<file path="src/rtl/servo_pwm_multi_if.sv">
// Write port carrying new per-channel pulse-width targets into servo_pwm_multi.
// The master drives a request and the slave (servo_pwm_multi) answers with wr_ready.
interface servo_pwm_multi_if #(
  parameter int NCH    = 4,
  parameter int DUTY_W = 12
);
  localparam int CH_W = (NCH > 1) ? $clog2(NCH) : 1;

  logic              wr_valid;
  logic              wr_ready;
  logic [CH_W-1:0]   wr_ch;
  logic [DUTY_W-1:0] wr_pw;

  modport master (output wr_valid, output wr_ch, output wr_pw, input wr_ready);
  modport slave  (input wr_valid, input wr_ch, input wr_pw, output wr_ready);
endinterface

</file>
<file path="src/rtl/servo_pwm_multi.sv">
// Multi-channel servo PWM: one shared period counter, per-channel clamped targets,
// slew-limited applied widths that only change at period boundaries.
module servo_pwm_multi #(
  parameter int NCH      = 4,
  parameter int CNT_W    = 12,
  parameter int PERIOD   = 1000,
  parameter int DUTY_W   = 12,
  parameter int MIN_PW   = 50,
  parameter int MAX_PW   = 100,
  parameter int STEP     = 4,
  parameter int RESET_PW = 75
) (
  input  logic               clkin,
  input  logic               rstn,
  input  logic               en,
  servo_pwm_multi_if.slave   wr,
  output logic [NCH-1:0]     pwmout,
  output logic               period_start,
  output logic [NCH-1:0]     slewing
);

  localparam int XW    = DUTY_W + 1;
  localparam int CMP_W = (CNT_W > DUTY_W) ? CNT_W : DUTY_W;

  localparam logic [CNT_W-1:0]  CNT_LAST = CNT_W'(PERIOD - 1);
  localparam logic [XW-1:0]     MIN_X    = XW'(MIN_PW);
  localparam logic [XW-1:0]     MAX_X    = XW'(MAX_PW);
  localparam logic [XW-1:0]     STEP_X   = XW'(STEP);
  localparam logic [DUTY_W-1:0] RST_W    = DUTY_W'(RESET_PW);

  logic [CNT_W-1:0]             cnt_q, cnt_d;
  logic [NCH-1:0][DUTY_W-1:0]   tgt_q, tgt_d;
  logic [NCH-1:0][DUTY_W-1:0]   cur_q, cur_d;
  logic [NCH-1:0]               pwm_q, pwm_d;
  logic                         ps_q, ps_d;
  logic [NCH-1:0]               slew_q, slew_d;

  logic                         boundary;
  logic                         wr_ready_s;
  logic                         accept;
  logic [XW-1:0]                pw_x;
  logic [DUTY_W-1:0]            pw_clamp;

  // Counter and write port; the boundary cycle blocks writes so tgt is stable for the slew step.
  always_comb begin
    boundary   = en && (cnt_q == CNT_LAST);
    wr_ready_s = !rstn && !boundary;
    accept     = wr.wr_valid && wr_ready_s;
    cnt_d      = (en && !boundary) ? cnt_q + CNT_W'(1) : '0;

    pw_x = XW'(wr.wr_pw);
    if (pw_x < MIN_X) begin
      pw_clamp = DUTY_W'(MIN_X);
    end else if (pw_x > MAX_X) begin
      pw_clamp = DUTY_W'(MAX_X);
    end else begin
      pw_clamp = wr.wr_pw;
    end

    tgt_d = tgt_q;
    for (int unsigned i = 0; i < NCH; i++) begin
      if (accept && (32'(wr.wr_ch) == i)) begin
        tgt_d[i] = pw_clamp;
      end
    end
  end

  assign wr.wr_ready = wr_ready_s;

  // Slew step at DUTY_W+1 bits; a step that would pass the target lands exactly on it.
  always_comb begin
    logic [XW-1:0] t_x;
    logic [XW-1:0] c_x;
    cur_d = cur_q;
    for (int unsigned i = 0; i < NCH; i++) begin
      t_x = XW'(tgt_q[i]);
      c_x = XW'(cur_q[i]);
      if (boundary) begin
        if (STEP == 0) begin
          cur_d[i] = tgt_q[i];
        end else if (t_x > c_x) begin
          cur_d[i] = ((t_x - c_x) > STEP_X) ? DUTY_W'(c_x + STEP_X) : tgt_q[i];
        end else if (t_x < c_x) begin
          cur_d[i] = ((c_x - t_x) > STEP_X) ? DUTY_W'(c_x - STEP_X) : tgt_q[i];
        end
      end
    end
  end

  always_comb begin
    pwm_d  = '0;
    slew_d = '0;
    ps_d   = en && (cnt_q == '0);
    for (int unsigned i = 0; i < NCH; i++) begin
      pwm_d[i]  = en && (CMP_W'(cnt_q) < CMP_W'(cur_q[i]));
      slew_d[i] = (cur_q[i] != tgt_q[i]);
    end
  end

  always_ff @(posedge clkin or posedge rstn) begin
    if (rstn) begin
      cnt_q  <= '0;
      tgt_q  <= {NCH{RST_W}};
      cur_q  <= {NCH{RST_W}};
      pwm_q  <= '0;
      ps_q   <= 1'b0;
      slew_q <= '0;
    end else begin
      cnt_q  <= cnt_d;
      tgt_q  <= tgt_d;
      cur_q  <= cur_d;
      pwm_q  <= pwm_d;
      ps_q   <= ps_d;
      slew_q <= slew_d;
    end
  end

  assign pwmout       = pwm_q;
  assign period_start = ps_q;
  assign slewing      = slew_q;

endmodule

</file>
<file path="src/flat_wrapper.sv">
// flat-port wrapper written by rule: the top's interface ports become plain ports
module servo_pwm_multi_flat 
#(
  parameter int NCH      = 4,
  parameter int CNT_W    = 12,
  parameter int PERIOD   = 1000,
  parameter int DUTY_W   = 12,
  parameter int MIN_PW   = 50,
  parameter int MAX_PW   = 100,
  parameter int STEP     = 4,
  parameter int RESET_PW = 75
)
  (clkin, rstn, en, pwmout, period_start, slewing, wr_wr_valid, wr_wr_ch, wr_wr_pw, wr_wr_ready);
  servo_pwm_multi_if #(.NCH(NCH), .DUTY_W(DUTY_W)) wr_i ();
  input  logic clkin;
  input  logic rstn;
  input  logic en;
  output logic [NCH-1:0] pwmout;
  output logic period_start;
  output logic [NCH-1:0] slewing;
  input wire logic [$bits(wr_i.wr_valid)-1:0] wr_wr_valid;
  input wire logic [$bits(wr_i.wr_ch)-1:0] wr_wr_ch;
  input wire logic [$bits(wr_i.wr_pw)-1:0] wr_wr_pw;
  output wire logic [$bits(wr_i.wr_ready)-1:0] wr_wr_ready;
  assign wr_i.wr_valid = wr_wr_valid;
  assign wr_i.wr_ch = wr_wr_ch;
  assign wr_i.wr_pw = wr_wr_pw;
  assign wr_wr_ready = wr_i.wr_ready;
  servo_pwm_multi #(.NCH(NCH), .CNT_W(CNT_W), .PERIOD(PERIOD), .DUTY_W(DUTY_W), .MIN_PW(MIN_PW), .MAX_PW(MAX_PW), .STEP(STEP), .RESET_PW(RESET_PW)) u_core (.clkin(clkin), .rstn(rstn), .en(en), .wr(wr_i), .pwmout(pwmout), .period_start(period_start), .slewing(slewing));
endmodule
</file>
<file path="config.mk">
export PLATFORM = sky130hd
export DESIGN_NAME = servo_pwm_multi_flat
export DESIGN_NICKNAME = d
export VERILOG_FILES = /design/src/rtl/servo_pwm_multi_if.sv /design/src/rtl/servo_pwm_multi.sv /design/src/flat_wrapper.sv
export SDC_FILE = /design/constraint.sdc
export NUM_CORES = 1
export LEC_CHECK = 0
export CORE_MARGIN = 3
export CORE_UTILIZATION = 55
export CTS_CLUSTER_DIAMETER = 100
export DETAILED_ROUTE_END_ITERATION = 8
export GPL_TIMING_DRIVEN = 0
export MAX_ROUTING_LAYER = met4
export PLACE_DENSITY = 0.72
export RECOVER_POWER = 100
export SYNTH_ARGS = -nofsm -noshare
export SYNTH_HDL_FRONTEND = slang
export SYNTH_SLANG_ARGS = --single-unit
</file>
<file path="constraint.sdc">
create_clock -name clkin -period 5.3 [get_ports clkin]
set_clock_uncertainty 0.1 [all_clocks]
set_input_delay 1.325 -clock clkin [delete_from_list [all_inputs] [get_ports clkin]]
set_output_delay 1.325 -clock clkin [all_outputs]
set_load 0.03 [all_outputs]
</file>
; After elaboration in Yosys (flattened, before gate mapping)
; Index checks and enable logic that the tools add are counted.
[op_classes]
n_addsub = 17
multipliers = 0
n_div = 0
magnitude_cmp = 22
n_eq_ne = 8
shift = 0
n_mux = 19
bitwise_logic = 0
reduce_logical = 25
[op_table]
columns = operator, n
row1 = two-way mux 12 bit, 19
row2 = greater-than comparator 13 x 3 -> 1 bit (second input constant), 8
row3 = subtractor 12 x 12 -> 13 bit, 8
row4 = < comparator 12 bit, 8
row5 = adder 12 x 3 -> 12 bit (second input constant), 4
row6 = greater-than comparator 12 bit, 4
row7 = inequality test 12 bit, 4
row8 = subtractor 12 x 3 -> 12 bit (second input constant), 4
row9 = logical AND 1 bit, 13
row10 = adder 12 x 1 -> 12 bit (second input constant), 1
row11 = == test 12 x 10 -> 1 bit (second input constant), 1
row12 = greater-than comparator 12 x 7 -> 1 bit (second input constant), 1
row13 = zero test 12 bit, 1
row14 = < comparator 12 x 6 -> 1 bit (second input constant), 1
row15 = AND reduction 2 bit, 4
row16 = nonzero test 2 bit, 4
row17 = == test 2 bit (second input constant), 2
row18 = == test 2 x 1 -> 1 bit (second input constant), 1
row19 = zero test 1 bit, 2
row20 = zero test 2 bit, 1
[totals]
register_bits = 117
latch_bits = 0
mem_bits_rw = 0
rom_bits = 0
inputBits = 18
output_inout_bits = 10
word_cells = 103
n_memories = 0

; Logic depth before layout (Yosys ltp)
; Gate-level depths: netlist of run 1.
[depth]
word_depth = 6
depth_mapped = 16
ltp_nobuf = 13

; Worst setup path before layout of run 1
; Ideal clock, no wire load.
[synth_path]
path_type = register -> register
start = register u_core.cur_q[36] (netlist bit)
end = register u_core.cur_q[42] (netlist bit)
setup_time_ps = 89
arrival_time_ps = 3293
required_time_ps = 5111
slack_ps = 1817
stages_incl_launch_ff = 13
n_path_buf = 0
synth_period_minus_slack_ps = 3483
path_cell_list = dfstp_2 ha_1 inv_1 fa_1 a21oi_2 nor3_1 or4b_1 a2111oi_2 o211ai_1 a21oi_4 nor2_2 a221o_1 nor4b_2
[synth_between]
elab_chain_len = 5
elab_cells_between_ends = 14
classes_between = add/sub (4) / order compare (4) / mux (4) / reduce/logical (2)
[synth_rtl]
columns = item, line
row1 = from (decl), servo_pwm_multi.sv:33  ; logic [NCH-1:0][DUTY_W-1:0] cur_q, cur_d;
row2 = from (signal assigned), servo_pwm_multi.sv:104  ; cur_q <= {NCH{RST_W}};
row3 = from (signal assigned), servo_pwm_multi.sv:111  ; cur_q <= cur_d;
row4 = subtractor 12 x 12 -> 13 bit, servo_pwm_multi.sv:84  ; cur_d[i] = ((c_x - t_x) > STEP_X) ? DUTY_W'(c_x - STEP_X) : tgt_q[i];
row5 = greater-than comparator 13 x 3 -> 1 bit, servo_pwm_multi.sv:84
row6 = two-way mux 12 bit, servo_pwm_multi.sv:84
row7 = two-way mux 12 bit, servo_pwm_multi.sv:83  ; end else if (t_x < c_x) begin
row8 = two-way mux 12 bit, servo_pwm_multi.sv:81  ; end else if (t_x > c_x) begin
; Parallel ways exist; a longest one is shown, timed or not. The select of a mux whose other input is x is not followed.
; A chain may end at the register's enable or synchronous reset.

; Final worst setup path of run 1
[layout_path]
start = input port en
end = output port wr_wr_ready
[layout_between]
elab_chain_len = 3
[layout_rtl]
columns = item, line
row1 = from (decl), flat_wrapper.sv:17  ; input logic en;
row2 = logical AND 1 bit, servo_pwm_multi.sv:46  ; boundary = en && (cnt_q == CNT_LAST);
row3 = zero test 1 bit, servo_pwm_multi.sv:47  ; wr_ready_s = !rstn && !boundary;
row4 = logical AND 1 bit, servo_pwm_multi.sv:47
row5 = to (decl), flat_wrapper.sv:24  ; output wire logic [$bits(wr_i.wr_ready)-1:0] wr_wr_ready;
; Every way passes these cells.

==> results of run 1 <==
-- synth_stat cells (9+ instances only) --
master      n  area, sq um
nand2_1   133          499
a211o_1    16          140
xor2_1     17          149
or3_1      22          138
nor3_1     54          270
xnor2_1    27          236
clkbuf_1   44          165
and3_1     17          106
o211ai_1   23          173
mux2i_1    38          380
o21bai_1   10         75.1
o22ai_1     9         56.3
a31oi_1    22          138
nand4_1    29          181
o21a_1     17          128
a21oi_1   112          561
o21ai_0    97          485
a211oi_1   21          158
or2_2       9         56.3
nand2b_1   29          181
buf_2      28          140
inv_1     137          514
ha_1      150         1880
dfstp_2    32          841
nor4_1     19          119
and2_1     21          131
nor2_1    101          379
a21o_1     44          330
nand3_1    63          315
nor2b_1    17          106
dfrtp_1    85         2130
-- worst max-delay path: stages --
cell,delay [ns]
dlygate4sd3_1,0.65
a31oi_1,0.41
dlygate4sd3_1,0.82
-- cell families after synthesis --
kind of cell    synth area share
flops                      0.230
xor+xnor                  0.0298
simple gates               0.222
mux                       0.0366
fa+ha+maj                  0.151
compound gates             0.262
buf+inv                   0.0695
-- registers in the layout, indices dropped and copies added, names as in the netlist --
| name | flops |
|---|---|
| u_core.period_start | 1 |
| u_core.pwmout | 4 |
| u_core.slewing | 4 |
| u_core.tgt_q | 48 |
| u_core.cur_q | 48 |
| u_core.cnt_q | 12 |
-- metal layers --
layer	wire (um)	track usage	vias up
li1	-	-	6078
met1	17100	0.406	6086
met2	17100	0.468	455
met3	2170	0.0403	58
met4	821	0.0744	0
met5	0	-	-
-- stage by stage --
step                      worst slack (ns)  hold WS (ns)  TNS [ns]  area (sq um)  total power (W)
after floorplan                      0.827         0.367         0         12900          0.00136
after global placement               -1.29         0.383   -109.32         13600          0.00149
after detailed placement             0.834         0.389         0         13600          0.00150
after CTS                            0.816         0.398         0         14200          0.00277
after global routing                 0.373         0.407         0         14200          0.00289
final                                0.669         0.395         0         14200          0.00277
-- final timing paths --
check,cells after the start,slack (ns),from,to
max,3,0.67,en,wr_wr_ready
min,2,0.40,u_core.tgt_q[0],u_core.tgt_q[0]
max reg2reg,13,0.68,u_core.cur_q[21],u_core.cur_q[23]
min reg2reg,2,0.40,u_core.tgt_q[0],u_core.tgt_q[0]
max in group asynchronous,3,1.96,rstn,u_core.cur_q[25]
min in group asynchronous,2,1.96,rstn,u_core.tgt_q[47]
-- area by class of cell --
class	count	area (sq um)	area share
Multi-Input combinational cell	1297	9030	0.636
Timing Repair Buffer	27	288	0.0203
Inverter	137	515	0.0363
Sequential cell	117	2970	0.209
Clock inverter	15	204	0.0144
Clock buffer	17	425	0.0300
Tap cell	313	392	0.0276
Buffer	81	370	0.0261
-- power breakdown --
group          total [W]  leakage, nW  internal (W)  switching [W]
registers       0.000972         1.38      0.000930      0.0000424
logic           0.000522         4.54      0.000205       0.000317
clock network    0.00127        0.296      0.000789       0.000482
total            0.00277         6.22       0.00192       0.000841
==> impl_metrics.ini, run 1 <==
[outcome]
outcome = complete, but fails checks
violations = max-capacitance violations, max-slew violations

[clocking]
h-tree-depth = 4
clock_sinks = 117
holdBufCountCts = 0
clock-root-buffer = clkbuf_16
cts_resized = 0
path_clk_slew_ns = 0.06
cts_setup_buffers = 0
cts_inserted_buffers = 17
tritoncts = built
clk_latency_ns = 0.44
clk_path_buf_depth = 2

[job]
max-cap-violations = 1

[route]
first_pass_iters = 6
ant_nets = 0
viasPerCell = 6.33
wl_per_cell_um = 18.5
drt-initial-drc-count = 1378
via_count = 12677
routed_wl_um = 37100
drc_errors = 0

[finish]
final_nets = 1850
instances_no_fill = 2004
layout_common_cells = 150 x ha_1, 136 x inv_1, 134 x nand2_1
syn2layout_area_growth_pct = 9.74
fillers = 2115
drive_gt1_frac = 0.0757
final_common_cell = ha_1
diodes = 0
fin_util = 0.621

[placement]
gp_congestion = 0.964
hpwlAfterDp_um = 28100
dpl.cell_count = 1972
port_buffers = 26

[floorplan]
core_area_sq_um = 22800
initial_core_util = 0.566
dieWidth_um = 159
ioPinCount = 28
design.die.area_sq_um = 25400
die_h_um = 159
rows = 55

[worst_setup_path]
path_class = in2out
cp_max_fo = 6
arrival_ns = 3.21
cp-start-kind = input pin
required_ns = 3.88
cp-end-kind = output port

[logic_synthesis]
synth_cell_types = 93
ys.flop_type = dfrtp_1
yosysWarnings = 0
ys_seq_area_frac = 0.230
ys_seq_elements = 117
synth_nets = 1804
synthCells = 1632
syn_avg_cell_area_sq_um = 7.92
synth_area_sq_um = 12900
synth_edf_count = 0
ys_async_sr_fraction = 1.00

[pwr]
power_density_nw_per_um2 = 195
p_leak_nw = 6.22
vdd_ir_drop_max_mv = 0.200

[global_routing]
antenna_found_initial = 0
grt_use_total = 0.297
grt_overflow_total = 0
grt_pass1_vias = 11962
grt_first_pass_wirelength_um = 61200
grt_max_degree = 71

[timing]
period_minus_slack_ns = 4.63
fin_crit_sh = 0.874
finalMaxSlewViolations = 48
fmax_mhz = 216
worst_slew_pin_slew_ns = 2.38
rsz0062_at_grt = false
hold_viol = 0
setup-violations-final = 0
slew_headroom = -0.597

[hold_path]
hp-class = reg2reg
Power figures use the tool's default switching activity.
==> run 2, diff against run 1 <==
- SKIP_LAST_GASP: unset -> 1
==> results of run 2 <==
The final DEF is identical to that of run 1; final timing and power are the same.
==> run 3, diff against run 2 <==
- CTS_CLUSTER_DIAMETER: 100 -> 80
- clock period: 5.3 -> 5.6 ns (I/O delays scaled with it)
==> run 3 against run 2 <==
  * The run still ends with max-capacitance violations, max-slew violations left
  * Final area about the same
  * Utilization about the same
  * Die area unchanged
  * Via count increased by 0.20%
  * First-iteration DRC count decreased by 14%
  * Combinational power decreased by 5.4%
  * Non-clock buffer count unchanged
  * Register-to-register slack improved by 0.11 ns
  * Final cell count unchanged
==> impl_metrics.ini, run 3 (same netlist as run 1, synthesis figures left out) <==
[route]
dr.max_layer_used = met4
wl_met3_um = 2230
first_pass_iters = 6
ant_nets = 0
viasPerCell = 6.34
routed_wl_um = 37200
drc_errors = 0
drt-met1-wl_um = 17100
routed-wl-met2_um = 17000
via_count = 12702
drt-initial-drc-count = 1187
wl_per_cell_um = 18.6

[global_routing]
antenna_found_initial = 0
grt_overflow_total = 0
grt_first_pass_wirelength_um = 61200
grt_pass1_vias = 11962
grt_max_degree = 71
grt_use_total = 0.297

[worst_setup_path]
cp-start-kind = flop
required_ns = 5.82
cp_max_fo = 10
arrival_ns = 5.04
rr_endpoint = u_core.cur_q[11]
path_class = reg2reg
cp-end-kind = flop
reg2reg_depth = 14
r2r_slack_ns = 0.79
rr_startpoint = u_core.cur_q[4]

[timing]
fmax_mhz = 208
slew_headroom = -0.586
whs_ns = 0.398
period_minus_slack_ns = 4.81
rsz0062_at_grt = false
hold_viol = 0
fin_crit_sh = 0.859
worst_slew_pin_slew_ns = 2.37
setup-violations-final = 0
finalMaxSlewViolations = 48

[pwr]
internal_power_w = 0.00182
vdd_ir_drop_max_mv = 0.189
p_clk_frac = 0.460
sequentialPowerShare = 0.352
switching_share = 0.305
power_density_nw_per_um2 = 185
netSwitchingPower_w = 0.000798
p_leak_nw = 6.20
combPwrFrac = 0.189

[job]
max-cap-violations = 1

[finish]
syn2layout_area_growth_pct = 9.73
final_common_cell = ha_1
drive_gt1_frac = 0.0739
instances_no_fill = 2004
layout_common_cells = 150 x ha_1, 136 x inv_1, 134 x nand2_1
diodes = 0
largestRegisters = u_core.cur_q x48, u_core.tgt_q x48, u_core.cnt_q x12
final_nets = 1850

[floorplan]
ioPinCount = 28
initial_core_util = 0.566
core_area_sq_um = 22800
rows = 55
design.die.area_sq_um = 25400
die_h_um = 159
dieWidth_um = 159

[clocking]
h-tree-depth = 4
clk_latency_ns = 0.44
path_clk_slew_ns = 0.06
clock_sinks = 117
cts_inserted_buffers = 17
clock-root-buffer = clkbuf_16
tritoncts = built
holdBufCountCts = 0
cts_resized = 0
clk_path_buf_depth = 2
cts_setup_buffers = 0

[placement]
gp_congestion = 0.964
hpwlAfterDp_um = 28100
port_buffers = 26
dpl.cell_count = 1972

[outcome]
outcome = complete, but fails checks
violations = max-capacitance violations, max-slew violations

[hold_path]
hold_path_depth = 2
hp-class = reg2reg
worstHoldStart = u_core.tgt_q[0]
min_to = u_core.tgt_q[0]
run 3: layout make-up:
cell class | count | area [sq um]
Tap cell | 313 | 392
Clock inverter | 15 | 204
Multi-Input combinational cell | 1297 | 9040
Timing Repair Buffer | 27 | 288
Sequential cell | 117 | 2970
Fill cell | 2114 | 8660
Inverter | 137 | 515
Buffer | 81 | 360
Clock buffer | 17 | 425
run 3: routing by layer:
layer | up-vias | global-route usage
li1 | 6077 | -
met1 | 6061 | 0.406
met2 | 504 | 0.468
met3 | 60 | 0.0403
met4 | 0 | 0.0744
met5 | - | -
run 3: how the worst max path moves through the flow:
| stage | endpoint | start | depth (start not counted) | slack [ns] |
|---|---|---|---|---|
| after floorplan | u_core.cnt_q[0] | rstn | 1 | 1.05 |
| after global placement | u_core.tgt_q[33] | rstn | 2 | -1.07 |
| after detailed placement | wr_wr_ready | rstn | 3 | 0.98 |
| after CTS | wr_wr_ready | rstn | 3 | 0.97 |
| after global routing | u_core.cur_q[23] | u_core.cur_q[21] | 13 | 0.46 |
| final | u_core.cur_q[11] | u_core.cur_q[4] | 14 | 0.79 |
run 3: metrics by stage:
step	total power (W)	worst slack, ns	utilization	cell area (sq um)	setup TNS [ns]
6_report	0.00262	0.788	0.621	14200	0
5_1_grt	0.00273	0.463	0.621	14200	0
4_1_cts	0.00262	0.966	0.623	14200	0
3_5_place_dp	0.00142	0.984	0.596	13600	0
3_3_place_gp	0.00141	-1.07	0.595	13600	-90.11
2_1_floorplan	0.00129	1.05	-	12900	0
run 3: critical path, stage by stage, from the launching register on:
cell and delay, ns:
dfrtp_1 0.34, clkbuf_1 0.31, inv_1 0.19, ha_1 0.34
clkbuf_1 0.36, nand4_1 0.32, o21bai_1 0.26, o2111ai_1 0.30
mux2i_1 0.25, nand4_1 0.13, nor4b_1 0.34, clkbuf_1 0.57
mux2i_1 0.37, or3_1 0.40, o21a_1 0.11
run 3: power by group through the flow:
stage	registers, W	logic (W)	clock network, W
after floorplan	0.000920	0.000368	0
after global placement	0.000932	0.000479	0
after detailed placement	0.000933	0.000487	0
after CTS	0.000919	0.000490	0.00121
after global routing	0.000924	0.000554	0.00125
final	0.000921	0.000494	0.00120
